<file path="config.mk">
export PLATFORM = sky130hd
export DESIGN_NAME = dma_channel_arbiter
export DESIGN_NICKNAME = d
export VERILOG_FILES = /design/src/rtl/dma_channel_arbiter.sv
export SDC_FILE = /design/constraint.sdc
export NUM_CORES = 1
export LEC_CHECK = 0
export CAP_MARGIN = 20
export CORE_MARGIN = 2
export CORE_UTILIZATION = 35
export DETAILED_ROUTE_END_ITERATION = 16
export GPL_ROUTABILITY_DRIVEN = 0
export PLACE_DENSITY = 0.62
export SLEW_MARGIN = 20
export SYNTH_ARGS = -nofsm -noshare
export SYNTH_HDL_FRONTEND = slang
export SYNTH_SLANG_ARGS = --single-unit
</file>
<file path="constraint.sdc">
create_clock -name CLK -period 2.8 [get_ports CLK]
set_clock_uncertainty 0.05 [all_clocks]
set_input_delay 0.56 -clock CLK [delete_from_list [all_inputs] [get_ports CLK]]
set_output_delay 0.56 -clock CLK [all_outputs]
set_load 0.005 [all_outputs]
</file>
<file path="src/rtl/dma_channel_arbiter.sv">
// dma_channel_arbiter: 4-channel DMA request arbiter with a HRQ/HLDA handshake.
// States: IDLE -> REQ -> GRANT -> RELEASE -> IDLE.
// The REQ state can also go straight to RELEASE when the latched request is withdrawn.
// Optional rotating priority is built only when DMA_ROTATE_PRIORITY_EN is defined.
// Without that macro, ROTATE is ignored and PRI_TOP is tied to 0.
module dma_channel_arbiter (
  input  logic       CLK,
  input  logic       RESET,
  input  logic [3:0] DREQ,
  input  logic       DREQ_SENSE_LOW,
  input  logic       DACK_SENSE_HIGH,
  input  logic [3:0] MASK,
  input  logic       CTRL_DISABLE,
  input  logic       ROTATE,
  input  logic       HLDA,
  input  logic       XFER_DONE,
  output logic       HRQ,
  output logic [3:0] DACK,
  output logic [1:0] CH_SEL,
  output logic       ACTIVE_CYCLE,
  output logic       IDLE_CYCLE,
  output logic [1:0] PRI_TOP
);

  typedef enum logic [1:0] {S_IDLE, S_REQ, S_GRANT, S_REL} state_t;

  state_t     state_q;
  logic       hrq_q, active_q, idle_q;
  logic [1:0] ch_sel_q;
  logic [3:0] dack_sel_q;   // one-hot, active-high; polarity applied at the port
  logic [1:0] pri_top;
  logic [3:0] valid;
  logic [1:0] win, idx;
  logic       found;

  assign valid = (DREQ ^ {4{DREQ_SENSE_LOW}}) & ~MASK;

  // Round-robin scan starting at the current top-priority channel
  always_comb begin
    win   = pri_top;
    found = 1'b0;
    idx   = 2'd0;
    for (int i = 0; i < 4; i++) begin
      idx = pri_top + 2'(i);
      if (!found && valid[idx]) begin
        win   = idx;
        found = 1'b1;
      end
    end
  end

`ifdef DMA_ROTATE_PRIORITY_EN
  logic [1:0] pri_top_q;
  // Top priority moves past the channel just serviced; fixed mode pins it at 0
  always_ff @(posedge CLK) begin
    if (RESET || !ROTATE)
      pri_top_q <= 2'd0;
    else if (state_q == S_GRANT && XFER_DONE)
      pri_top_q <= ch_sel_q + 2'd1;
  end
  assign pri_top = pri_top_q;
`else
  logic unused_rotate;
  assign unused_rotate = ROTATE;
  assign pri_top = 2'd0;
`endif

  // Arbitration FSM with registered outputs
  always_ff @(posedge CLK) begin
    if (RESET) begin
      state_q    <= S_IDLE;
      hrq_q      <= 1'b0;
      active_q   <= 1'b0;
      idle_q     <= 1'b1;
      ch_sel_q   <= 2'd0;
      dack_sel_q <= 4'd0;
    end else begin
      case (state_q)
        S_IDLE: begin
          if (!CTRL_DISABLE && found) begin
            state_q  <= S_REQ;
            ch_sel_q <= win;
            hrq_q    <= 1'b1;
            idle_q   <= 1'b0;
          end
        end
        S_REQ: begin
          if (HLDA) begin
            state_q    <= S_GRANT;
            active_q   <= 1'b1;
            dack_sel_q <= 4'b0001 << ch_sel_q;
          end else if (!valid[ch_sel_q]) begin
            // requester withdrew before the bus was handed over
            state_q <= S_REL;
            hrq_q   <= 1'b0;
          end
        end
        S_GRANT: begin
          // no preemption: only completion or loss of HLDA ends the grant
          if (XFER_DONE || !HLDA) begin
            state_q    <= S_REL;
            hrq_q      <= 1'b0;
            active_q   <= 1'b0;
            dack_sel_q <= 4'd0;
          end
        end
        default: begin
          state_q <= S_IDLE;
          idle_q  <= 1'b1;
        end
      endcase
    end
  end

  assign HRQ          = hrq_q;
  assign DACK         = DACK_SENSE_HIGH ? dack_sel_q : ~dack_sel_q;
  assign CH_SEL       = ch_sel_q;
  assign ACTIVE_CYCLE = active_q;
  assign IDLE_CYCLE   = idle_q;
  assign PRI_TOP      = pri_top;

endmodule

</file>
Yosys cells after proc, flatten, opt, wreduce, memory -nomap -nowiden
Index checks and enable logic that the tools add are counted.
- memories kept: 0
- RAM bits: 0
- input port bits: 16
- logic and storage cells: 67
- memory bits (read-only): 0
- bits in registers: 11
- latch bits: 0
- multiply operators: 0
- bitwise operators: 5
- multiplexer cells: 27
- magnitude comparators: 1
- add/sub/neg operators: 0
- eq/ne operators: 8
- reduce and logical (&&, ||, !) cells: 19
- shift operators: 1
- div/mod/pow operators: 0
- operators by type and width (cell ; number):
    1-bit two-way mux ; 12
    2-bit two-way mux ; 6
    4-bit two-way mux ; 3
    2-bit != test, second input constant ; 5
    4-bit NOT ; 2
    4-bit one-hot mux with 2 select lines ; 1
    2-bit one-hot mux with 3 select lines ; 1
    3-bit AND reduction ; 2
    1-bit logical NOT ; 5
    5-bit AND reduction ; 1
    4-bit AND ; 1
    1-bit logical AND ; 4
    1-bit one-hot mux with 2 select lines ; 2
    2-bit AND reduction ; 2
    1-bit by 2-bit << shifter with 4-bit output, first input constant ; 1
    4-bit XOR ; 1
    2-bit by 3-bit less-than comparator with 1-bit output, second input constant ; 1
    3-bit != test, second input constant ; 1
    1-bit one-hot mux with 3 select lines ; 1
    3-bit nonzero test ; 1
    1-bit binary-select mux with 2-bit select ; 1
    2-bit by 1-bit == test with 1-bit output, second input constant ; 1
    2-bit == test, second input constant ; 1
    2-bit logical NOT ; 1
    4 further kinds ; 4

Longest topological paths before layout
- depth in word-level cells: 15
- depth in mapped cells: 7
- mapped depth without buffers: 7

Worst setup path after synthesis
Ideal clock, no wire load.
- path kind: reg2reg
- start: register state_q[0]
- end: register hrq_q, in the netlist HRQ
- slack: 0.818 ns
- cell stages (with the launch flop): 8
- data arrival time: 1.809 ns
- clock period less this slack: 1.982 ns
- library setup time: 0.123 ns
- data required time: 2.627 ns
- cells stage by stage: dfxtp_1 inv_1 ha_1 nor2b_1 and2_1 or3_1 a22oi_1 mux2_1
- cells in the longest elaborated chain, start to end: 3
- ends and longest elaborated chain (item ; RTL line ; text):
    start: declaration ; 27 ; state_t state_q;
    start signal: assignment ; 71 ; state_q <= S_IDLE;
    start signal: assignment ; 81 ; state_q <= S_REQ;
    start signal: assignment ; 89 ; state_q <= S_GRANT;
    2-bit by 1-bit == test with 1-bit output (tied with other cells) ; 78 ; case (state_q)
    2-bit != test (no line) / 3-bit nonzero test (equally long branches) ; - ;
    5-bit AND reduction (no line) ; - ;
    end signal: assignment ; 72 ; hrq_q <= 1'b0;
    end signal: assignment ; 83 ; hrq_q <= 1'b1;
    end signal: assignment ; 95 ; hrq_q <= 1'b0;
    end: declaration ; 28 ; logic hrq_q, active_q, idle_q;
Several ways; a longest one is shown, not always the timed one.
A chain may end at the register's enable or synchronous reset.

Final worst setup path
- start: input port DACK_SENSE_HIGH
- end: output port DACK[1]
- cells in the longest elaborated chain, start to end: 1
- ends and longest elaborated chain (item ; RTL line ; text):
    start: declaration ; 11 ; input logic DACK_SENSE_HIGH,
    4-bit two-way mux ; 116 ; assign DACK = DACK_SENSE_HIGH ? dack_sel_q : ~dack_sel_q;
    end: declaration ; 18 ; output logic [3:0] DACK,
Every way passes these cells.

==> out/results.tsv <==
stage	metric	value	unit
place	hpwl dp	1410	µm
pwr	leak pwr	0.414	nW
worst_setup_path	slowest cell delay on critical path	580	ps
logic_synthesis	Mapped Area	831	µm²
hold_path	HP Class	reg2reg	
routing	DR WL/cell	11.9	µm
worst_setup_path	WP data arrival	1800	ps
logic_synthesis	post-synthesis sequential area ratio	0.265	
routing	drt initial violations	10	
pwr	VDD IR-drop max	0.391	mV
timing	hold_ws	450	ps
logic_synthesis	Distinct cells, synth	36	
logic_synthesis	Post-Syn Instances	98	
cts	clk buf depth	2	
pwr	Int Pwr	0.464	mW
layout	most frequent cells in the layout	clkdlybuf4s50_1, dfxtp_1, nor2_1	
pwr	Pwr Total	0.743	mW
cts	clk slew on worst S/H paths	80	ps
logic_synthesis	synthesized-area fraction occupied by adder cells	0.0602	
cts	Post-CTS Setup Repair Bufs	0	
die	DIE AREA	0.00278	mm²
layout	# nets final	142	
global_route	All-Layer GR Usage	0.153	
pwr	power share of the clock group	0.157	
place	I/O Buffers	23	
worst_setup_path	CP Buf/Inv Count	2	
timing	final hold violations	0	
worst_setup_path	Cell Chain, Critical Path	clkdlybuf4s50_1 > xnor2_1 > clkdlybuf4s50_1	
die	Core Rows	17	
routing	first drt pass iteration count	4	
pwr	Logic pwr share	0.535	
layout	Layout fillers	234	
timing	# setup viols final	0	
pwr	power density over the cells	680	mW/mm²
layout	Area Overhead vs Synth	31.5	%
die	Starting Density	0.372	
routing	Post-route DRC	0	
cts	clock sink total	11	
worst_setup_path	most used cell, CP	clkdlybuf4s50_1	
logic_synthesis	compound-gate portion of the synthesized area	0.208	
worst_setup_path	Worst setup SP type	input port	
layout	commonest non-fill, non-tap cell in the layout	clkdlybuf4s50_1	
timing	Min Clock Period, post-route	2410	ps
cts	H-tree depth	1	
die	die width	52.7	µm
timing	Fmax	414	MHz
cts	CTS tree	yes	
worst_setup_path	required time worst endpoint	2190	ps
logic_synthesis	synthesized flop and latch total	11	
cts	clock root cell	clkbuf_4	
worst_setup_path	r2r setup slk	630	ps
timing	RSZ-0062 raised after global routing	no	
logic_synthesis	mean area per synthesized cell	8.48	µm²
global_route	first-pass GRT wire length	3070	µm
logic_synthesis	synth warn	0	
timing	Tcrit/Tclk final	0.862	
routing	Vias	741	
logic_synthesis	Post-Synth XOR/XNOR Area	0.0934	
global_route	number of global-route vias before repair	685	
flow_run	max cap viols	0	
logic_synthesis	mux cell area share after synthesis	0.0858	
worst_setup_path	CP Class	in2out	
layout	layout cell share with drive strength beyond 1	0.0826	
pwr	switching share of power	0.376	
logic_synthesis	largest family of logic cells by synthesized area	simple AND/OR/NAND/NOR gates	
routing	final wirelength	1770	µm
die	Die Y	52.7	µm
global_route	grt ovf	0	
timing	Final Slew Violations	0	
cts	Post-CTS Hold Buffers	0	
die	core area	0.00223	mm²
cts	Resized Gates After CTS	0	
routing	Post-DRT Antenna Nets	0	
routing	vias per inst	4.97	
cts	Worst-Skew Late Latency	280	ps
logic_synthesis	Async S/R FF share, synth	0	
worst_setup_path	Crit. End Element	output port	
outcome	status	complete, no violations	
layout	# diodes	0	
pwr	sequential power share	0.308	
worst_setup_path	critical path's top delay family	buffers and inverters	
pwr	P_sw	0.279	mW
timing	setup TNS	0	ps
die	io pins	27	
logic_synthesis	most used flip-flop cell after synthesis	dfxtp_1	
global_route	initial antenna violation count	0	
logic_synthesis	Post-synth EDFFs	0	
worst_setup_path	critical path's slowest cell	clkdlybuf4s50_1	
logic_synthesis	Simple-Gate Fraction of Synth Area	0.220	
worst_setup_path	crit-path max FO	4	
global_route	largest net degree at the start of global routing	11	
cts	total CTS buffers	3	
-- cell usage after synthesis (all sizes together), types with 2 or more instances --
| library cell | number | area [µm²] |
|---|---|---|
| dfxtp | 11 | 220 |
| nor2 | 11 | 41.3 |
| mux2i | 6 | 60.1 |
| nand2 | 6 | 22.5 |
| nor2b | 6 | 37.5 |
| xnor2 | 6 | 60.1 |
| inv | 5 | 18.8 |
| ha | 4 | 50.1 |
| nand2b | 4 | 25.0 |
| a211oi | 3 | 27.5 |
| a21oi | 3 | 15.0 |
| buf | 3 | 26.3 |
| nor3 | 3 | 15.0 |
| o21ai | 3 | 15.0 |
| clkbuf | 2 | 7.51 |
| nor3b | 2 | 15.0 |
| o21bai | 2 | 18.8 |
| o22a | 2 | 17.5 |
| o22ai | 2 | 25.0 |
| xor2 | 2 | 17.5 |
-- cell type report --
cell class | instances | area (µm²) | area share
clock buffer | 4 | 26.3 | 0.0241
inverter | 5 | 18.8 | 0.0172
multi-input combinational | 78 | 562 | 0.514
sequential | 11 | 220 | 0.202
tap | 28 | 35.0 | 0.0321
timing repair buffer | 23 | 230 | 0.211
-- path summary, 6_finish.rpt --
| path | from | to | cells past startpoint |
|---|---|---|---|
| setup reg to reg | state_q[0]$_SDFFE_PP0P_ | HRQ$_SDFFE_PP0P_ | 7 |
| hold reg to reg | ACTIVE_CYCLE$_SDFFE_PP0P_ | ACTIVE_CYCLE$_SDFFE_PP0P_ | 2 |
| hold / removal | ACTIVE_CYCLE$_SDFFE_PP0P_ | ACTIVE_CYCLE$_SDFFE_PP0P_ | 2 |
| setup / recovery | DACK_SENSE_HIGH | DACK[1] | 3 |
-- cells by family (layout without fill, tap and decap cells) --
logic type	count (synthesis)	after routing
simple gates	36	36
mux	7	7
compound gates	21	21
fa+ha+maj	4	4
flops	11	11
other cells	1	2
buf+inv	10	32
xor+xnor	8	8
-- flip-flops by register name (all words and copies together) (netlist names) --
| signal | cells |
|---|---|
| HRQ | 1 |
| IDLE_CYCLE | 1 |
| state_q | 2 |
| dack_sel_q | 4 |
| ACTIVE_CYCLE | 1 |
| CH_SEL | 2 |
-- stage by stage --
step                setup slack [ps]  utilization  std cells  cell area (µm²)
floorplan                        818            -         99              835
global placement                 172        0.477        145             1070
detailed placement               155        0.477        145             1070
CTS                              375        0.489        149             1090
global route                     328        0.489        149             1090
finish                           386        0.489        149             1090
-- layer usage --
layer	vias to the layer above	routed length, µm	global-route usage
li1	382	-	-
met1	339	804	0.203
met2	16	858	0.242
met3	4	77	0.0257
met4	0	27	0.0641
met5	-	0	0
-- tightest hold or removal path, stage by stage (launching register included) --
cell and delay [ps]:
dfxtp_1 310, nor2_1 90, a211oi_1 50
-- power by group through the flow --
stage	logic (mW)	registers [mW]	clock network, mW
3_5_place_dp	0.399	0.233	0
4_1_cts	0.403	0.229	0.120
5_1_grt	0.451	0.236	0.128
2_1_floorplan	0.273	0.229	0
3_3_place_gp	0.391	0.231	0
6_report	0.397	0.229	0.117
Power figures use the tool's default switching activity.
